==> config.mk <==
export PLATFORM = sky130hd
export DESIGN_NAME = pwm_dt_gen
export DESIGN_NICKNAME = d
export VERILOG_FILES = /design/src/rtl/pid_pkg.sv /design/src/rtl/dead_time_fsm.sv /design/src/rtl/pwm_dt_gen.sv
export SDC_FILE = /design/constraint.sdc
export NUM_CORES = 1
export LEC_CHECK = 0
export BUFFER_PORTS_ARGS = -buffer_cell sky130_fd_sc_hd__buf_2
export CAP_MARGIN = 5
export CELL_PAD_IN_SITES_DETAIL_PLACEMENT = 1
export CELL_PAD_IN_SITES_GLOBAL_PLACEMENT = 2
export CORE_AREA = 2 2 136 138
export CTS_BUF_LIST = sky130_fd_sc_hd__clkbuf_16
export DETAILED_ROUTE_END_ITERATION = 7
export DIE_AREA = 0 0 138 140
export PLACE_DENSITY = 0.92
export SLEW_MARGIN = 25
export SYNTH_ARGS = -nofsm -noshare
export SYNTH_HDL_FRONTEND = slang
export SYNTH_SLANG_ARGS = --single-unit
==> constraint.sdc <==
create_clock -name clock -period 11.54 [get_ports clock]
set_clock_uncertainty 0.2 [all_clocks]
set_input_delay 3.462 -clock clock [delete_from_list [all_inputs] [get_ports clock]]
set_output_delay 3.462 -clock clock [all_outputs]
set_load 0.01 [all_outputs]
==> src/rtl/pid_pkg.sv <==
// Shared definitions for the pid loop and its downstream PWM stage:
// register map, CTRL bit positions and the gate FSM state encoding.
package pid_pkg;

  localparam logic [15:0] PWM_ADDR_PERIOD   = 16'd0;
  localparam logic [15:0] PWM_ADDR_DEADTIME = 16'd1;
  localparam logic [15:0] PWM_ADDR_OFFSET   = 16'd2;
  localparam logic [15:0] PWM_ADDR_CTRL     = 16'd3;

  localparam int CTRL_EN_BIT   = 0;
  localparam int CTRL_SWAP_BIT = 1;

  localparam int PWM_PERIOD_RST = 100;

  typedef enum logic [1:0] {
    GATE_OFF  = 2'd0,
    GATE_H_ON = 2'd1,
    GATE_DEAD = 2'd2,
    GATE_L_ON = 2'd3
  } gate_state_e;

endpackage

==> src/rtl/dead_time_fsm.sv <==
// Complementary gate sequencer: follows raw, inserting a dead-time gap of
// `deadtime` cycles with both gates low on every side change.
//
//   state     | meaning
//   ----------+-----------------------------------------------------------
//   GATE_OFF  | disabled, both gates low
//   GATE_H_ON | high-side gate on
//   GATE_DEAD | both gates low, dead-time down-counter running
//   GATE_L_ON | low-side gate on
module dead_time_fsm
  import pid_pkg::*;
#(
  parameter int DT_WIDTH = 8
) (
  input  logic                clock,
  input  logic                reset,
  input  logic                raw,
  input  logic                enable,
  input  logic [DT_WIDTH-1:0] deadtime,
  output logic                gate_h,
  output logic                gate_l
);

  gate_state_e         state_q, state_d;
  logic [DT_WIDTH-1:0] dcnt_q, dcnt_d;
  logic                h_q, h_d;
  logic                l_q, l_d;
  logic                leave;
  gate_state_e         target;

  always_comb begin
    target = raw ? GATE_H_ON : GATE_L_ON;
    leave  = (state_q == GATE_OFF) ||
             (state_q == GATE_H_ON && !raw) ||
             (state_q == GATE_L_ON && raw);
  end

  always_comb begin
    state_d = state_q;
    dcnt_d  = dcnt_q;
    if (!enable) begin
      state_d = GATE_OFF;
      dcnt_d  = '0;
    end else if (state_q == GATE_DEAD) begin
      // the count was loaded on entry, so raw toggles here never extend it
      if (dcnt_q <= DT_WIDTH'(1)) state_d = target;
      else                        dcnt_d  = dcnt_q - DT_WIDTH'(1);
    end else if (leave) begin
      if (deadtime == '0) begin
        state_d = target;
      end else begin
        state_d = GATE_DEAD;
        dcnt_d  = deadtime;
      end
    end
    h_d = (state_d == GATE_H_ON);
    l_d = (state_d == GATE_L_ON);
  end

  always_ff @(posedge clock or negedge reset) begin
    if (!reset) begin
      state_q <= GATE_OFF;
      dcnt_q  <= '0;
      h_q     <= 1'b0;
      l_q     <= 1'b0;
    end else begin
      state_q <= state_d;
      dcnt_q  <= dcnt_d;
      h_q     <= h_d;
      l_q     <= l_d;
    end
  end

  assign gate_h = h_q;
  assign gate_l = l_q;

endmodule

==> src/rtl/pwm_dt_gen.sv <==
// Dead-time-aware PWM generator fed by the pid output: register file,
// period counter with shadowed period, and once-per-period duty latch/clamp.
module pwm_dt_gen
  import pid_pkg::*;
#(
  parameter int D_WIDTH   = 16,
  parameter int CNT_WIDTH = 16,
  parameter int DT_WIDTH  = 8
) (
  input  logic                 clock,
  input  logic                 reset,
  input  logic                 write_enable,
  input  logic [15:0]          reg_addr,
  input  logic [15:0]          reg_data,
  input  logic [D_WIDTH-1:0]   duty_in,
  output logic                 pwm_h,
  output logic                 pwm_l,
  output logic                 period_start,
  output logic [CNT_WIDTH-1:0] duty_active
);

  localparam int SUM_W = ((D_WIDTH > 16) ? D_WIDTH : 16) + 1;
  localparam int W     = (SUM_W > CNT_WIDTH + 2) ? SUM_W : CNT_WIDTH + 2;

  logic [CNT_WIDTH-1:0] period_q, period_d;
  logic [CNT_WIDTH-1:0] shadow_q, shadow_d;
  logic [DT_WIDTH-1:0]  deadtime_q, deadtime_d;
  logic [15:0]          offset_q, offset_d;
  logic [1:0]           ctrl_q, ctrl_d;
  logic [CNT_WIDTH-1:0] cnt_q, cnt_d;
  logic [CNT_WIDTH:0]   duty_q, duty_d;
  logic                 pstart_q, pstart_d;

  logic                 wr;
  logic                 enable;
  logic [CNT_WIDTH-1:0] new_period;
  logic [W-1:0]         sum_w;
  logic [W-1:0]         upper_w;
  logic [CNT_WIDTH:0]   duty_clamped;
  logic                 raw;
  logic                 gate_h;
  logic                 gate_l;

  assign wr     = !write_enable;
  assign enable = ctrl_q[CTRL_EN_BIT];
  assign raw    = ({1'b0, cnt_q} < duty_q);

  // a PERIOD write landing on the wrap cycle must be the one picked up
  always_comb begin
    new_period = period_q;
    if (wr && reg_addr == PWM_ADDR_PERIOD) new_period = CNT_WIDTH'(reg_data);
  end

  always_comb begin
    sum_w   = {{(W-D_WIDTH){duty_in[D_WIDTH-1]}}, duty_in} +
              {{(W-16){offset_q[15]}}, offset_q};
    upper_w = W'({1'b0, new_period}) + W'(1);
    if (sum_w[W-1])            duty_clamped = '0;
    else if (sum_w > upper_w)  duty_clamped = upper_w[CNT_WIDTH:0];
    else                       duty_clamped = sum_w[CNT_WIDTH:0];
  end

  always_comb begin
    period_d   = period_q;
    deadtime_d = deadtime_q;
    offset_d   = offset_q;
    ctrl_d     = ctrl_q;
    if (wr) begin
      case (reg_addr)
        PWM_ADDR_PERIOD:   period_d   = CNT_WIDTH'(reg_data);
        PWM_ADDR_DEADTIME: deadtime_d = reg_data[DT_WIDTH-1:0];
        PWM_ADDR_OFFSET:   offset_d   = reg_data;
        PWM_ADDR_CTRL:     ctrl_d     = reg_data[1:0];
        default:           ;
      endcase
    end

    cnt_d    = cnt_q;
    shadow_d = shadow_q;
    duty_d   = duty_q;
    if (!enable) begin
      // idle sits on a boundary: next enable starts fresh with duty 0
      cnt_d    = '0;
      shadow_d = new_period;
      duty_d   = '0;
    end else if (cnt_q == shadow_q) begin
      cnt_d    = '0;
      shadow_d = new_period;
      duty_d   = duty_clamped;
    end else begin
      cnt_d    = cnt_q + CNT_WIDTH'(1);
    end

    pstart_d = enable && (cnt_q == '0);
  end

  always_ff @(posedge clock or negedge reset) begin
    if (!reset) begin
      period_q   <= CNT_WIDTH'(PWM_PERIOD_RST);
      shadow_q   <= CNT_WIDTH'(PWM_PERIOD_RST);
      deadtime_q <= '0;
      offset_q   <= '0;
      ctrl_q     <= '0;
      cnt_q      <= '0;
      duty_q     <= '0;
      pstart_q   <= 1'b0;
    end else begin
      period_q   <= period_d;
      shadow_q   <= shadow_d;
      deadtime_q <= deadtime_d;
      offset_q   <= offset_d;
      ctrl_q     <= ctrl_d;
      cnt_q      <= cnt_d;
      duty_q     <= duty_d;
      pstart_q   <= pstart_d;
    end
  end

  dead_time_fsm #(
    .DT_WIDTH (DT_WIDTH)
  ) u_fsm (
    .clock    (clock),
    .reset    (reset),
    .raw      (raw),
    .enable   (enable),
    .deadtime (deadtime_q),
    .gate_h   (gate_h),
    .gate_l   (gate_l)
  );

  // swap muxes two flop outputs, so the pins stay mutually exclusive
  assign pwm_h        = ctrl_q[CTRL_SWAP_BIT] ? gate_l : gate_h;
  assign pwm_l        = ctrl_q[CTRL_SWAP_BIT] ? gate_h : gate_l;
  assign period_start = pstart_q;
  // full-period duty (period+1) may not fit the port at maximum period
  assign duty_active  = duty_q[CNT_WIDTH] ? '1 : duty_q[CNT_WIDTH-1:0];

endmodule

# == After elaboration in Yosys (flattened, before gate mapping) ==
# Cells that the tools add are included.
# totals
inputBits,51
register_bits,104
elab_cells,73
output_inout_bits,19
# classes
n_mux,23
bitwise,1
n_eq_ne,13
reduce_logical,17
n_addsub,4
magnitude_cmp,3
# ops
operator,count
$mux W16,6
$mux W17,4
$mux W8,5
$eq A16 B2 Y1 const B,2
$logic_not A16 Y1,2
$gt A18 B17 Y1,1
$add A16 B1 Y17 const B,1
$add A16 B16 Y17,1
$lt A16 B17 Y1,1
$add A16 B1 Y16 const B,1
$eq A16 B1 Y1 const B,1
$eq A16 B16 Y1,1
$mux W2,6
$le A8 B1 Y1 const B,1
$logic_not A8 Y1,1
$reduce_and A2 Y1,4
$sub A8 B1 Y8 const B,1
$eq A2 B2 Y1 const B,3
$eq A2 B1 Y1 const B,2
$logic_and A1 B1 Y1,4
$ne A3 B1 Y1 const B,1
$ne A3 B2 Y1 const B,1
$ne A3 B3 Y1 const B,1
$reduce_and A3 Y1,1
other kinds (6),9

# == Longest topological paths before layout ==
# depth
ltp_word,9
ltp_mapped,20

# == Modules after synthesis ==
# Synthesis repeated with hierarchy kept, for this count alone.
# unflattened
hier_cells,719
hier_area_um2,6829.0
# modules_own_cells
mod,cells_each,seq_area_each_um2,area_each_um2,n_inst
pwm_dt_gen,636,2309.7,6024.5,1
dead_time_fsm,83,300.3,804.5,1

# == Worst setup path before layout ==
# OpenSTA, ideal clock, no wires.
# synth_path
kind,input to register
startpoint,input reg_addr[9]
endpoint,register duty_q[2]
n_path_buf,2
cell_stages,20
setup_time_ns,0.144
setup_slack_ns,3.298
arrival_time_ns,7.898
path_cell_list,nor4_4 -> nand4_4 -> nor2_1 -> buf_2 -> mux2i_1 -> inv_1 -> ha_1 -> nand2_1 -> or3_1 -> a222oi_1 -> xor2_1 -> ha_1 -> a21o_1 -> a31oi_1 -> o21bai_1 -> a2111oi_0 -> o31ai_2 -> clkbuf_1 -> nand4b_1 -> o221ai_1
# synth_between
elab_chain_cells,9
# synth_lines
item,line_no,rtl
start: declaration,pwm_dt_gen.sv:13,"input logic [15:0] reg_addr,"
$logic_not A16 Y1 *,pwm_dt_gen.sv:51,if (wr && reg_addr == PWM_ADDR_PERIOD) new_period = CNT_WIDTH'(reg_data);
$logic_and A1 B1 Y1 *,pwm_dt_gen.sv:51,
$mux W16 *,pwm_dt_gen.sv:51,
named net new_period[0],pwm_dt_gen.sv:36,logic [CNT_WIDTH-1:0] new_period;
$add A16 B1 Y17 *,pwm_dt_gen.sv:57,"upper_w = W'({1'b0, new_period}) + W'(1);"
$gt A18 B17 Y1,pwm_dt_gen.sv:59,else if (sum_w > upper_w) duty_clamped = upper_w[CNT_WIDTH:0];
$mux W17 *,pwm_dt_gen.sv:59,
$mux W17 *,pwm_dt_gen.sv:58,if (sum_w[W-1]) duty_clamped = '0;
$mux W17 *,pwm_dt_gen.sv:86,end else if (cnt_q == shadow_q) begin
$mux W17 *,pwm_dt_gen.sv:81,if (!enable) begin
end signal: assignment,pwm_dt_gen.sv:114,duty_q <= duty_d;
end: declaration,pwm_dt_gen.sv:31,"logic [CNT_WIDTH:0] duty_q, duty_d;"
# The timed path passes the listed nets; every way through them passes the cells marked *. The select of a mux whose other input is x is not followed.
# A chain may end at the register's enable or synchronous reset.

# == Worst setup path in the final report ==
# layout_path
startpoint,input reg_addr[14]
endpoint,register duty_q[14]
# Same word-level chain as after synthesis.

==> summary.md <==
| Metric | Value |
|---|---|
| Area overhead of the layout relative to synthesis | 11.74% |
| Filler-free cell count of the finished design | 1065 |
| Iteration-0 DRC count of the detailed router | 470 |
| Antenna violations before repair | 0 |
| Max Transition Viols Final | 0 |
| Mapped cell area | 7246 um^2 |
| RSZ-0062 raised after global routing | no |
| Floorplan die height | 140 um |
| Clock root buffer | sky130_fd_sc_hd__clkbuf_16 |
| Die outline width | 138 um |
| Top Ports | 70 |
| Portion of the post-synthesis area used by sequential elements | 36.02% |
| Transition time at the pin with the least slew margin | 0.9642 ns |
| Hold bufs inserted after CTS | 0 |
| PD cells | 91.24 nW/um^2 |
| Startpoint kind of the worst setup timing path | input port |
| Final Hold Violating Endpoints | 0 |
| Worst stage delay on the critical path | 0.74 ns |
| Global-route wire length before repair | 35490 um |
| Core Rows | between 40 and 50 |
| DRC violation count after routing | 0 |
| Number of global-route vias before repair | 6362 |
| List of cells traversed by the critical path | buf_2, nor4_4, nand4_4, nor2_1, mux2i_1, inv_1, ha_1, nand2_1, or3_1, a222oi_1, xor2_1, ha_1, a21o_1, a31oi_1, o21bai_1, a2111oi_1, o31ai_4, nand2b_4, o311ai_1 |
| CTS tree | done |
| Longest Clk Path Bufs | 2 |
| Achievable Freq | 114.8 MHz |
| Data arrival time of the critical path | 8.77 ns |
| Clock latency at the later pin of the worst-skew pair | 0.37 ns |
| Wire length per cell | between 20 and 25 um |
| Sort of element at the end of the critical path | flip-flop |
| Most common cell on crit path | sky130_fd_sc_hd__ha_1 |
| Synthesized area per cell | 9.313 um^2 |
| TritonCTS Sinks | between 100 and 150 |
| Placed cell area | just under 8000 um^2 |
| Combined flip-flop and latch cell area | 2610 um^2 |
| Number of instances in the placed design | roughly 1000 |
| Detailed placer's ending HPWL | between 15000 and 20000 um |
| Total number of vias | between 6000 and 7000 |
| Required @ worst endpoint | approximately 12 ns |
| Synthesis-stage register bit count | 104 |
| TritonCTS Buffers | 9 |
| Yosys warns | 0 |
| Final Net Count | a little over 900 |
| Async S/R FF share, synth | 100.0% |
| Area inside the core boundary | 17780 um^2 |
| Final critical-path share of the clock period | 75.50% |
| Maximum number of pins on one net before global-route repair | 78 |
| # fillers | 2110 |
| CTS H-tree lvls | 3 |
| Number of max-cap violations | 0 |
| Worst min-delay path class | reg2reg |
| Starting Density | between 40% and 50% |
| Largest delay contributor family on the critical path | compound AO/OA/AOI/OAI gates |
| Relative max-transition margin | 34.91% |
| Number of instances in the synthesized netlist | 778 |
| CTS resizes | 0 |
| Outcome | finished, final reports clean |
| Multi-input logic area | 4315 um^2 |
| Routed wire length | 22010 um |
| Cell leakage power | 3.922 nW |
| Minimum period implied by the final worst setup slack | 8.713 ns |
| Share of cells above drive strength 1 | 19.86% |
| Bufs and invs on worst path | 2 |
| GR Util All Layers | 23.30% |
| Area of the die | 19320 um^2 |
| Register clock-pin slew on the reported worst setup and hold paths | about 0.080 ns |
| Slowest stage cell on the critical path | sky130_fd_sc_hd__a2111oi_1 |
| Dominant synthesized flop cell | sky130_fd_sc_hd__dfrtp_1 |
| First-pass detailed-route iteration total | 6 |
| Critical-path maximum fanout | 19 |
| Unique masters post-synth | 66 |
| VDD IR-drop max | 0.08587 mV |
| Number of synthesized flops with an enable pin | 0 |
| Setup bufs post-CTS | 0 |
| Total Neg Setup Slack | 0 ns |
| Grt total ovfl | 0 |
| Final number of setup-violating endpoints | 0 |
| Syn_nets | 882 |
| Routed vias/inst | 5.817 |
| Layout Cell Area excl Fill | around 8100 um^2 |
| Setup Crit Path Kind | in2reg |
| Count of input and output buffers | 69 |
| Number of routed nets with antenna violations | 0 |
| Antenna diodes | 0 |
| Placer's final routability congestion estimate | ~0.9 |
==> state kept, by name, indices dropped and copies added, names as in the netlist <==
name           flops
duty_q            17
cnt_q             16
offset_q          16
period_q          16
shadow_q          16
deadtime_q         8
u_fsm.dcnt_q       8
ctrl_q             2
u_fsm.state_q      2
period_start       1
u_fsm.gate_h       1
u_fsm.gate_l       1
==> synthesized netlist by cell type (12+ instances only) <==
library cell	n	area share [%]
sky130_fd_sc_hd__o21ai_0	24	1.7
sky130_fd_sc_hd__xor2_1	31	3.7
sky130_fd_sc_hd__clkbuf_1	25	1.3
sky130_fd_sc_hd__xnor2_1	20	2.4
sky130_fd_sc_hd__mux2i_1	13	1.8
sky130_fd_sc_hd__mux2_2	30	4.7
sky130_fd_sc_hd__a21oi_1	48	3.3
sky130_fd_sc_hd__nand3_1	34	2.3
sky130_fd_sc_hd__nand4b_1	12	1.5
sky130_fd_sc_hd__ha_1	52	9.0
sky130_fd_sc_hd__inv_1	54	2.8
sky130_fd_sc_hd__nand2_1	44	2.3
sky130_fd_sc_hd__nor4_1	12	1.0
sky130_fd_sc_hd__nor3_1	16	1.1
sky130_fd_sc_hd__nand4_1	13	1.1
sky130_fd_sc_hd__nor2_1	64	3.3
sky130_fd_sc_hd__dfrtp_1	98	34
sky130_fd_sc_hd__a21o_1	12	1.2
sky130_fd_sc_hd__or2_2	20	1.7
==> path summary, 6_finish.rpt <==
kind	slack [ns]	from	end	cells after the start
setup / recovery	2.83	reg_addr[14]	duty_q[14]$_DFFE_PN0P_	19
hold / removal	0.32	offset_q[7]$_DFFE_PN0P_	offset_q[7]$_DFFE_PN0P_	1
setup reg to reg	6.30	offset_q[3]$_DFFE_PN0P_	duty_q[14]$_DFFE_PN0P_	14
hold reg to reg	0.32	offset_q[7]$_DFFE_PN0P_	offset_q[7]$_DFFE_PN0P_	1
max in group asynchronous	7.30	reset	u_fsm.dcnt_q[0]$_DFFE_PN0P_	2
min in group asynchronous	2.81	reset	duty_q[13]$_DFFE_PN0P_	1
==> through the flow <==
| stage | hold slack, ns | total power, W | setup slack, ns | utilization (%) |
|---|---|---|---|---|
| 4_1_cts | 0.3215 | 0.0007472 | 2.729 | 45.46 |
| 3_5_place_dp | 0.3014 | 0.0004289 | 2.342 | 43.79 |
| 5_1_grt | 0.3360 | 0.0007678 | 2.417 | 45.54 |
| 3_3_place_gp | 0.2923 | 0.0004279 | 2.656 | 43.79 |
| 6_report | 0.3175 | 0.0007387 | 2.827 | 45.54 |
| 2_1_floorplan | 0.2724 | 0.0003980 | 3.298 | - |
==> cells by family after synthesis <==
family / Yosys count / synth area share [%]
AO/OA/AOI/OAI: 171 / 16.77
multiplexers: 43 / 6.458
flip-flops: 104 / 36.02
AND/OR/NAND/NOR: 270 / 20.74
buffers and inverters: 86 / 4.593
XOR/XNOR: 51 / 6.165
adder cells (fa/ha/maj): 53 / 9.256
==> layout by cell type (no fill, tap or decap), types with 5 or more instances in the layout <==
cell / instances
sky130_fd_sc_hd__a211oi_1: 5
sky130_fd_sc_hd__a21o_1: 12
sky130_fd_sc_hd__a21oi_1: 48
sky130_fd_sc_hd__and2_1: 7
sky130_fd_sc_hd__and3_1: 9
sky130_fd_sc_hd__and4_1: 6
sky130_fd_sc_hd__buf_2: 68
sky130_fd_sc_hd__clkbuf_16: 9
sky130_fd_sc_hd__dfrtp_1: 98
sky130_fd_sc_hd__dfstp_2: 6
sky130_fd_sc_hd__ha_1: 52
sky130_fd_sc_hd__inv_1: 54
sky130_fd_sc_hd__mux2_2: 30
sky130_fd_sc_hd__mux2i_1: 13
sky130_fd_sc_hd__nand2_1: 43
sky130_fd_sc_hd__nand2b_1: 8
sky130_fd_sc_hd__nand3_1: 34
sky130_fd_sc_hd__nand4_1: 13
sky130_fd_sc_hd__nand4b_1: 12
sky130_fd_sc_hd__nor2_1: 64
sky130_fd_sc_hd__nor2b_1: 5
sky130_fd_sc_hd__nor3_1: 16
sky130_fd_sc_hd__nor4_1: 12
sky130_fd_sc_hd__o211ai_1: 6
sky130_fd_sc_hd__o21a_1: 6
sky130_fd_sc_hd__o21ai_0: 24
sky130_fd_sc_hd__o221ai_2: 9
sky130_fd_sc_hd__o22ai_1: 8
sky130_fd_sc_hd__o311ai_0: 8
sky130_fd_sc_hd__o31ai_1: 5
sky130_fd_sc_hd__or2_2: 20
sky130_fd_sc_hd__xnor2_1: 20
sky130_fd_sc_hd__xor2_1: 31
==> area by class of cell <==
type / count / share of cell area [%]
clock buffers: 9 / 2.782
inverters: 55 / 2.550
clock inverters: 7 / 0.8809
repair buffers: 73 / 4.713
multi-input cells: 588 / 53.30
flip-flops and latches: 104 / 32.24
well taps: 229 / 3.539
==> power breakdown <==
part | internal [W] | switching, W | total (W)
clock | 0.000154 | 0.000162 | 0.000316
combinational | 0.0000187 | 0.0000397 | 0.0000584
sequential | 0.000364 | 0.0000000677 | 0.000364
==> routing by layer <==
| metal | track usage, % | wire length [um] | vias to the layer above |
|---|---|---|---|
| met5 | 0 | 0 | - |
| met4 | 6.552 | 490 | 0 |
| met3 | 4.205 | 905 | 29 |
| met2 | 36.61 | 9846 | 159 |
| met1 | 33.09 | 10770 | 3054 |
| li1 | - | - | 2953 |
Note: power is estimated with default switching activity, not from simulation.
